## src/rtl/npc_pkg.sv

```systemverilog
// Shared types and sizing helpers for the next-PC unit.
package npc_pkg;

  // Fetch sequencer states
  typedef enum logic [1:0] {
    BOOT  = 2'd0,
    RUN   = 2'd1,
    FLUSH = 2'd2,
    HALT  = 2'd3
  } npc_state_t;

  // Largest supported flush length and the counter width it needs
  localparam int unsigned NPC_FLUSH_MAX = 15;
  localparam int unsigned NPC_CNT_W     = $clog2(NPC_FLUSH_MAX + 1);

  // Flush counter width for a given flush length, $clog2(FLUSH_CYCLES+1), never below 1
  function automatic int unsigned npc_cnt_width(input int unsigned flush_cycles);
    int unsigned w;
    w = $clog2(flush_cycles + 1);
    return (w < 1) ? 1 : w;
  endfunction

endpackage

```

## src/rtl/npc_target_calc.sv

```systemverilog
// Combinational control-flow target, take and misalignment computation.
module npc_target_calc
  import npc_pkg::*;
#(
  parameter int unsigned XLEN       = 32,
  parameter int unsigned ALIGN_BITS = 2
) (
  input  logic            ex_valid,
  input  logic [XLEN-1:0] ex_pc,
  input  logic [XLEN-1:0] ex_imm,
  input  logic [XLEN-1:0] ex_rs1,
  input  logic            ex_branch_en,
  input  logic            ex_taken,
  input  logic            ex_jal_en,
  input  logic            ex_jalr_en,
  output logic [XLEN-1:0] target,
  output logic            take,
  output logic            misalign
);

  logic [XLEN-1:0] pc_rel_sum;
  logic [XLEN-1:0] jalr_sum;
  logic [XLEN-1:0] align_mask;
  logic            pc_rel_sel;

  assign align_mask = (XLEN'(1) << ALIGN_BITS) - XLEN'(1);

  // PC-relative targets take precedence over JALR if several kinds are flagged
  always_comb begin
    pc_rel_sum = ex_pc + ex_imm;
    jalr_sum   = ex_rs1 + ex_imm;
    pc_rel_sel = (ex_branch_en & ex_taken) | ex_jal_en;
    target     = pc_rel_sel ? pc_rel_sum : {jalr_sum[XLEN-1:1], 1'b0};
    take       = ex_valid & (pc_rel_sel | ex_jalr_en);
    misalign   = take & (|(target & align_mask));
  end

endmodule

```

## src/rtl/next_pc_unit.sv

```systemverilog
// Fetch PC owner: sequential fetch, branch/jump/trap redirect with flush, misalign halt.
module next_pc_unit
  import npc_pkg::*;
#(
  parameter int unsigned     XLEN         = 32,
  parameter logic [XLEN-1:0] RESET_PC     = 32'h0000_0000,
  parameter int unsigned     FLUSH_CYCLES = 2,
  parameter int unsigned     ALIGN_BITS   = 2,
  parameter int unsigned     INC          = 4
) (
  input  logic            clk,
  input  logic            reset_n,
  output logic [XLEN-1:0] fetch_addr,
  output logic            fetch_valid,
  input  logic            fetch_ready,
  input  logic            ex_valid,
  input  logic [XLEN-1:0] ex_pc,
  input  logic [XLEN-1:0] ex_imm,
  input  logic [XLEN-1:0] ex_rs1,
  input  logic            ex_branch_en,
  input  logic            ex_taken,
  input  logic            ex_jal_en,
  input  logic            ex_jalr_en,
  input  logic            trap_en,
  input  logic [XLEN-1:0] trap_vec,
  output logic            flush,
  output logic            redirect_en,
  output logic            misalign_err,
  output logic [XLEN-1:0] err_addr
);

  localparam int unsigned CNT_W = npc_cnt_width(FLUSH_CYCLES);

  npc_state_t      state_q, state_d;
  logic [XLEN-1:0] pc_q, pc_d;
  logic [CNT_W-1:0] cnt_q, cnt_d;
  logic            redirect_q, redirect_d;
  logic            misalign_q, misalign_d;
  logic [XLEN-1:0] err_addr_q, err_addr_d;

  logic [XLEN-1:0] target;
  logic            take;
  logic            misalign;
  logic [XLEN-1:0] trap_tgt;
  logic            handshake;

  npc_target_calc #(
    .XLEN       (XLEN),
    .ALIGN_BITS (ALIGN_BITS)
  ) u_target_calc (
    .ex_valid     (ex_valid),
    .ex_pc        (ex_pc),
    .ex_imm       (ex_imm),
    .ex_rs1       (ex_rs1),
    .ex_branch_en (ex_branch_en),
    .ex_taken     (ex_taken),
    .ex_jal_en    (ex_jal_en),
    .ex_jalr_en   (ex_jalr_en),
    .target       (target),
    .take         (take),
    .misalign     (misalign)
  );

  assign trap_tgt = {trap_vec[XLEN-1:1], 1'b0};

  // Next-state, PC, flush counter and pulse logic; priority trap > take > sequential
  always_comb begin
    state_d     = state_q;
    pc_d        = pc_q;
    cnt_d       = cnt_q;
    redirect_d  = 1'b0;
    misalign_d  = 1'b0;
    err_addr_d  = err_addr_q;
    fetch_valid = (state_q == RUN);
    flush       = (state_q == FLUSH);
    handshake   = fetch_valid & fetch_ready;

    case (state_q)
      BOOT: begin
        state_d = RUN;
        pc_d    = RESET_PC;
      end
      RUN, FLUSH: begin
        if (trap_en) begin
          state_d    = FLUSH;
          pc_d       = trap_tgt;
          cnt_d      = CNT_W'(FLUSH_CYCLES);
          redirect_d = 1'b1;
        end else if (take && misalign) begin
          state_d    = HALT;
          misalign_d = 1'b1;
          err_addr_d = target;
        end else if (take) begin
          state_d    = FLUSH;
          pc_d       = target;
          cnt_d      = CNT_W'(FLUSH_CYCLES);
          redirect_d = 1'b1;
        end else if (state_q == FLUSH) begin
          cnt_d = cnt_q - CNT_W'(1);
          if (cnt_d == '0) begin
            state_d = RUN;
          end
        end else if (handshake) begin
          pc_d = pc_q + XLEN'(INC);
        end
      end
      HALT: begin
        if (trap_en) begin
          state_d    = FLUSH;
          pc_d       = trap_tgt;
          cnt_d      = CNT_W'(FLUSH_CYCLES);
          redirect_d = 1'b1;
        end
      end
      default: begin
        state_d = BOOT;
      end
    endcase
  end

  // State, PC, counter and pulse registers with asynchronous reset
  always_ff @(posedge clk or negedge reset_n) begin
    if (!reset_n) begin
      state_q    <= BOOT;
      pc_q       <= RESET_PC;
      cnt_q      <= '0;
      redirect_q <= 1'b0;
      misalign_q <= 1'b0;
      err_addr_q <= '0;
    end else begin
      state_q    <= state_d;
      pc_q       <= pc_d;
      cnt_q      <= cnt_d;
      redirect_q <= redirect_d;
      misalign_q <= misalign_d;
      err_addr_q <= err_addr_d;
    end
  end

  assign fetch_addr   = pc_q;
  assign redirect_en  = redirect_q;
  assign misalign_err = misalign_q;
  assign err_addr     = err_addr_q;

endmodule

```

## config.mk

```make
export PLATFORM = sky130hd
export DESIGN_NAME = next_pc_unit
export DESIGN_NICKNAME = d
export VERILOG_FILES = /design/src/rtl/npc_pkg.sv /design/src/rtl/npc_target_calc.sv /design/src/rtl/next_pc_unit.sv
export SDC_FILE = /design/constraint.sdc
export NUM_CORES = 1
export LEC_CHECK = 0
export BUFFER_PORTS_ARGS = -buffer_cell sky130_fd_sc_hd__buf_2
export CAP_MARGIN = 25
export CORE_UTILIZATION = 40
export DETAILED_ROUTE_END_ITERATION = 7
export PLACE_DENSITY = 0.68
export SLEW_MARGIN = 20
export SYNTH_ARGS = -nofsm -noshare
export SYNTH_HDL_FRONTEND = slang
export SYNTH_SLANG_ARGS = --single-unit
```

## constraint.sdc

```tcl
create_clock -name clk -period 2.33 [get_ports clk]
set_input_delay 0 -clock clk [delete_from_list [all_inputs] [get_ports clk]]
set_output_delay 0 -clock clk [all_outputs]
set_load 0.05 [all_outputs]
```

==> results of run 1 <==
-- cell usage after synthesis, types with 8 or more instances --
| cell | n | area [um2] |
|---|---|---|
| nand4_1 | 16 | 100 |
| o21a_1 | 8 | 60.1 |
| xnor2_1 | 37 | 324 |
| a211oi_1 | 24 | 180 |
| o31ai_1 | 11 | 82.6 |
| a22oi_1 | 8 | 60.1 |
| nand2_1 | 124 | 465 |
| nor2_1 | 77 | 289 |
| mux2i_1 | 16 | 160 |
| dfrtp_1 | 70 | 1750 |
| and3_1 | 16 | 100 |
| xor2_1 | 34 | 298 |
| nor3_1 | 17 | 85.1 |
| a21oi_1 | 101 | 505 |
| nand2b_1 | 11 | 68.8 |
| clkbuf_1 | 38 | 143 |
| o21bai_1 | 8 | 60.1 |
| o21ai_0 | 85 | 425 |
| a221o_1 | 10 | 100 |
| nand3_1 | 32 | 160 |
| inv_1 | 24 | 90.1 |
| a21o_1 | 34 | 255 |
| o211ai_1 | 10 | 75.1 |
| ha_1 | 67 | 838 |
| a31oi_1 | 13 | 81.3 |
-- power breakdown --
group	total (uW)	internal [uW]	switching, uW
clock	1710	1160	556
combinational	7400	2750	4660
sequential	2190	1740	453
total	11300	5640	5670
-- cells by family after synthesis --
group                    count (synthesis)  synth area share (%)
multiplexers                            22                  2.92
AND/OR/NAND/NOR                        338                  20.7
adder cells (fa/ha/maj)                 69                  11.3
buffers and inverters                   74                  3.81
flip-flops                              70                  22.5
XOR/XNOR                                71                  7.98
AO/OA/AOI/OAI                          372                  30.8
-- cell usage in the layout (no fill, tap or decap), types with 17 or more instances in the layout --
master / n
a21oi_1: 90
xor2_1: 34
a21o_1: 34
buf_4: 213
nand3_1: 31
buf_2: 200
inv_1: 22
dlygate4sd3_1: 17
ha_1: 62
xnor2_1: 37
nor2_1: 76
nand2_1: 122
dfrtp_1: 63
o21ai_0: 78
-- through the flow --
| stage | hold WS (ps) | std cells | power [uW] | instance area (um2) |
|---|---|---|---|---|
| final | -5.94 | 1684 | 11300 | 11600 |
| after global placement | 166 | 1644 | 9090 | 10600 |
| after floorplan | -296 | 1016 | 6580 | 7850 |
| after detailed placement | 175 | 1644 | 9180 | 10600 |
| after global routing | 7.85 | 1684 | 11900 | 11600 |
| after CTS | 0.0887 | 1681 | 11000 | 11300 |
-- state kept, by name, summed over array words and instances (netlist names) --
register	flops
err_addr	32
fetch_addr	32
cnt_q	2
state_q	2
misalign_err	1
redirect_en	1
-- worst max-delay path by stage --
stage                     slack (ps)                          to  depth (start not counted)                 startpoint
final                              8  fetch_addr[28]$_DFFE_PN0P_                         12                  ex_imm[0]
after global routing             -60  fetch_addr[28]$_DFFE_PN0P_                         12                  ex_imm[0]
after CTS                        -10  fetch_addr[19]$_DFFE_PN0P_                         13     state_q[1]$_DFFE_PN0P_
after detailed placement        -440  fetch_addr[20]$_DFFE_PN0P_                         13                  ex_imm[0]
after global placement          -360  fetch_addr[20]$_DFFE_PN0P_                         13                  ex_imm[0]
after floorplan                  -10  fetch_addr[28]$_DFFE_PN0P_                          9  fetch_addr[5]$_DFFE_PN0P_
-- worst min-delay path, cell delays in order --
cell,delay [ps]
buf_2,90
a22oi_1,80
o21ai_0,130
-- routing by layer --
layer	track usage (%)	vias up
li1	-	4575
met2	46.4	412
met5	0	-
met4	9.22	0
met1	40.1	4324
met3	2.60	43
-- layout make-up --
cell class | count | area [um2] | area share (%)
Tap cell | 260 | 325 | 2.81
Multi-Input combinational cell | 872 | 6090 | 52.7
Timing Repair Buffer | 440 | 2920 | 25.3
Sequential cell | 70 | 1760 | 15.2
Clock buffer | 10 | 229 | 1.98
Clock inverter | 6 | 135 | 1.17
Inverter | 26 | 97.6 | 0.844
-- timing repair --
action                                  CTS  global route
gates resized for setup                  18            52
pin swaps                                16            27
buffers inserted                          4             3
endpoints found under the setup margin    8            33
hold buffers                             17             0
endpoints found under the hold margin    54             0
==> results.toml, run 1 <==
[detailed_routing]
viasPerCell = 5.55
dr_wl_met3_mm = 2.06
routed_wirelength_mm = 28.9
ant_nets = 0
vias = 9354
drtIter0Drc = 780
routedWlPerCell_um = 17.1
top_layer = "met4"
wl_met1_mm = 12.9
dr_wl_met2_mm = 13.1
dr.pass1.iters = 5
drc = 0

[finish]
fillers = 1740
drive_gt1_share_pct = 36.9
nets = 1625
final_util_pct = 61.2
n_antenna_cell = 0
syn_to_final_growth_pct = 48.4

[sta]
fmax_mhz = 431
slew_headroom_pct = 40.6
setup_ws_ps = 7.73
setup_viol_count_final = 0
setup_tns_ps = 0
fin_skew_ps = 13.0
hold_ws_ps = -5.94
hold_violations = 2
fin_crit_ps = 2320
rsz0062_at_grt = "yes"
tightest_slew_ps = 891
finalMaxSlewViolations = 0
fin_crit_sh_pct = 99.7

[synth]
synth.distinct_cells = 76
synth_seq_cells = 70
synthCells = 1016
ys_seq_area_share_pct = 22.5
ys_warn_count = 0
syn-cell-area_mm2 = 0.00779
syn_area_per_cell_um2 = 7.67
synth_nets = 1222
synth_edf_count = 0
ys.flop_type = "dfrtp_1"
ys_async_sr_fraction_pct = 100

[setup_path]
crit_arrival_ps = 2540
reg2regPathDepth = 13
crit_type = "in2reg"
cp-start-kind = "primary input"
ff2ff_setup_slack_ps = 20
crit_path_max_fanout = 3
crit_family = "compound AO/OA/AOI/OAI gates"
crit_chain = "buf_8 > ha_4 > fa_2 > a211oi_4 > o21ai_2 > nand4_1 > a211oi_2 > or2_1 > a31o_4 > a21oi_2 > o211ai_1 > a221o_1"
crit_buf_inv = 1
slowest_stage = "fa_2"
timing.rr.start = "state_q[1]$_DFFE_PN0P_"
required_ps = 2540
r2r-end = "fetch_addr[19]$_DFFE_PN0P_"
max_stage_delay_ps = 420
end_kind = "register"

[global_route]
gr-total-overflow = 0
grt_usage_pct = 28.6
grt_pass1_wl_mm = 45.4
first_global_vias = 8921
grt_max_degree = 39
antenna_found_initial = 0

[clock_network]
cts_tree = "built"
clock_latency_ps = 340
root_buffer = "clkbuf_16"
cts_buffer_depth = 2
clkTransAtPathRegs_ps = 70
cts.htree.levels = 3
clock_sinks = 70
numCtsBuffers = 9

[hold_path]
min_path_type = "in2reg"
holdCritStartpoint = "trap_vec[3]"
whs_path_depth = 3
whs_endpoint = "fetch_addr[3]$_DFFE_PN0P_"

[floorplanning]
dieArea_mm2 = 0.0200
fp-row-count = 50
design.core.area_mm2 = 0.0189
start_util_pct = 41.2
num_io_pins = 205
die_y_um = 142
die_w_um = 142

[status]
violations = "negative hold slack"
status = "complete, but fails checks"

[place]
hpwlAfterDp_mm = 23.5
dpl_worst_slack_ps = -444
portBuffers = 203
routabilityCongestion = 0.930

[pwr]
vdd_drop_max_uv = 465
power_density_mw_per_mm2 = 978
p_leak_uw = 0.00567

[flow_run]
drv_cap = 0
Power figures use the tool's default switching activity.
==> run 2: changes to the inputs <==
--- a/config.mk
+++ b/config.mk
@@ -9,7 +9,7 @@
 export CAP_MARGIN = 25
 export CORE_UTILIZATION = 40
 export DETAILED_ROUTE_END_ITERATION = 7
-export PLACE_DENSITY = 0.68
+export PLACE_DENSITY = 0.65
 export SLEW_MARGIN = 20
 export SYNTH_ARGS = -nofsm -noshare
 export SYNTH_HDL_FRONTEND = slang
==> constraint.sdc (replaced) <==
create_clock -name clk -period 2.2 [get_ports clk]
set_input_delay 0 -clock clk [delete_from_list [all_inputs] [get_ports clk]]
set_output_delay 0 -clock clk [all_outputs]
set_load 0.05 [all_outputs]
==> results.toml, run 2 (same netlist as run 1, synthesis figures left out) <==
[detailed_routing]
routed_wirelength_mm = 30.5
vias = 9663
dr.pass1.iters = 5
viasPerCell = 5.57
drc = 0
drtIter0Drc = 604
ant_nets = 0
routedWlPerCell_um = 17.6

[setup_path]
cp-start-kind = "register"
crit_type = "reg2reg"
reg2regPathDepth = 11
crit_path_max_fanout = 5
end_kind = "register"
crit_arrival_ps = 2530
required_ps = 2420

[hold_path]
min_path_type = "in2reg"
whs_path_depth = 3

[flow_run]
drv_cap = 0

[global_route]
gr-total-overflow = 0
first_global_vias = 9115
grt_max_degree = 71
grtUsageMet2_pct = 47.1
grt_pass1_wl_mm = 46.8
antenna_found_initial = 0
grt_use_met3_pct = 3.27
met1_usage_pct = 41.8
grt_usage_pct = 29.7
busiest_layer = "met2"

[floorplanning]
die_w_um = 142
dieArea_mm2 = 0.0200
die_y_um = 142
num_io_pins = 205
start_util_pct = 41.2
fp-row-count = 50
design.core.area_mm2 = 0.0189

[place]
portBuffers = 203
routabilityCongestion = 0.926
hpwlAfterDp_mm = 23.9

[finish]
final_util_pct = 65.0
nets = 1675
drive_gt1_share_pct = 42.4
final_common_cell = "buf_4"
syn_to_final_growth_pct = 57.5
final_cell_mix = "buf_4, buf_2, nand2_1"
n_antenna_cell = 0

[sta]
fin_skew_ps = 7.26
hold_ws_ps = 2.42
fin_crit_sh_pct = 105
rsz0062_at_grt = "yes"
tightest_slew_ps = 628
fin_crit_ps = 2310
setup_ws_ps = -115
fmax_mhz = 432
setup_viol_count_final = 6
slew_headroom_pct = 57.7
hold_violations = 0
finalMaxSlewViolations = 0

[clock_network]
clock_sinks = 70
cts_tree = "built"
clkTransAtPathRegs_ps = 60
cts.htree.levels = 3
numCtsBuffers = 9
root_buffer = "clkbuf_16"
clock_latency_ps = 340
cts_buffer_depth = 2

[pwr]
vdd_drop_max_uv = 517
power_density_mw_per_mm2 = 975
p_leak_uw = 0.00589

[status]
violations = "negative setup slack"
status = "complete, but fails checks"
[run 2: path summary, 6_finish.rpt]
| kind | startpoint | end | slack [ps] |
|---|---|---|---|
| worst max-delay path | fetch_addr[3]$_DFFE_PN0P_ | fetch_addr[28]$_DFFE_PN0P_ | -110 |
| worst min-delay path | trap_vec[3] | fetch_addr[3]$_DFFE_PN0P_ | 2 |
| worst min register to register | err_addr[11]$_DFFE_PN0P_ | err_addr[11]$_DFFE_PN0P_ | 470 |
| worst max register to register | fetch_addr[3]$_DFFE_PN0P_ | fetch_addr[28]$_DFFE_PN0P_ | -110 |
| min in group asynchronous | reset_n | fetch_addr[3]$_DFFE_PN0P_ | 210 |
| max in group asynchronous | reset_n | fetch_addr[13]$_DFFE_PN0P_ | 1640 |
[run 2: area by class of cell]
cell class | count | area [um2]
clock inverter | 3 | 20.0
tap | 260 | 325
inverter | 26 | 97.6
timing repair buffer | 490 | 3310
sequential | 70 | 1770
fill | 1647 | 6620
clock buffer | 13 | 260
multi-input combinational | 872 | 6490
[run 2: per-stage QoR]
stage	cell area [um2]	instances	total power, uW	setup slack [ps]	setup TNS, ps
after floorplan	8000	1016	7080	-96.7	-289
after global placement	10900	1670	9720	-527	-14520
after detailed placement	10900	1670	9800	-569	-15880
after CTS	11700	1718	11500	-88.5	-424
after global routing	12300	1734	12600	-188	-1330
final	12300	1734	12000	-115	-303
[run 2: worst max-delay path: stages (launching register included)]
cell      delay (ps)
dfrtp_2          430
ha_4             170
nand3_4           90
nor3_4           220
buf_6            150
and3_4           180
nand3_2           80
xnor2_1          130
o221ai_1         200
a21oi_2           90
buf_4            140
a221o_1          310
[run 2: metal layers]
layer	routed length [um]	part of all wire [%]	vias up
li1	-	-	4672
met1	14000	46	4513
met2	13700	45	416
met3	1940	6.3	62
met4	912	3.0	0
met5	0	0	-
[run 2: repair_timing]
action,in CTS,in global routing
setup endpoints to repair,26,42
hold buffers,21,0
setup buffers,11,16
pin swaps,29,58
hold endpoints to repair,89,0
gates resized for setup,37,94
[run 2: power by group]
group	internal (uW)	switching, uW
Sequential	1850	466
Combinational	3160	5110
Clock	824	566
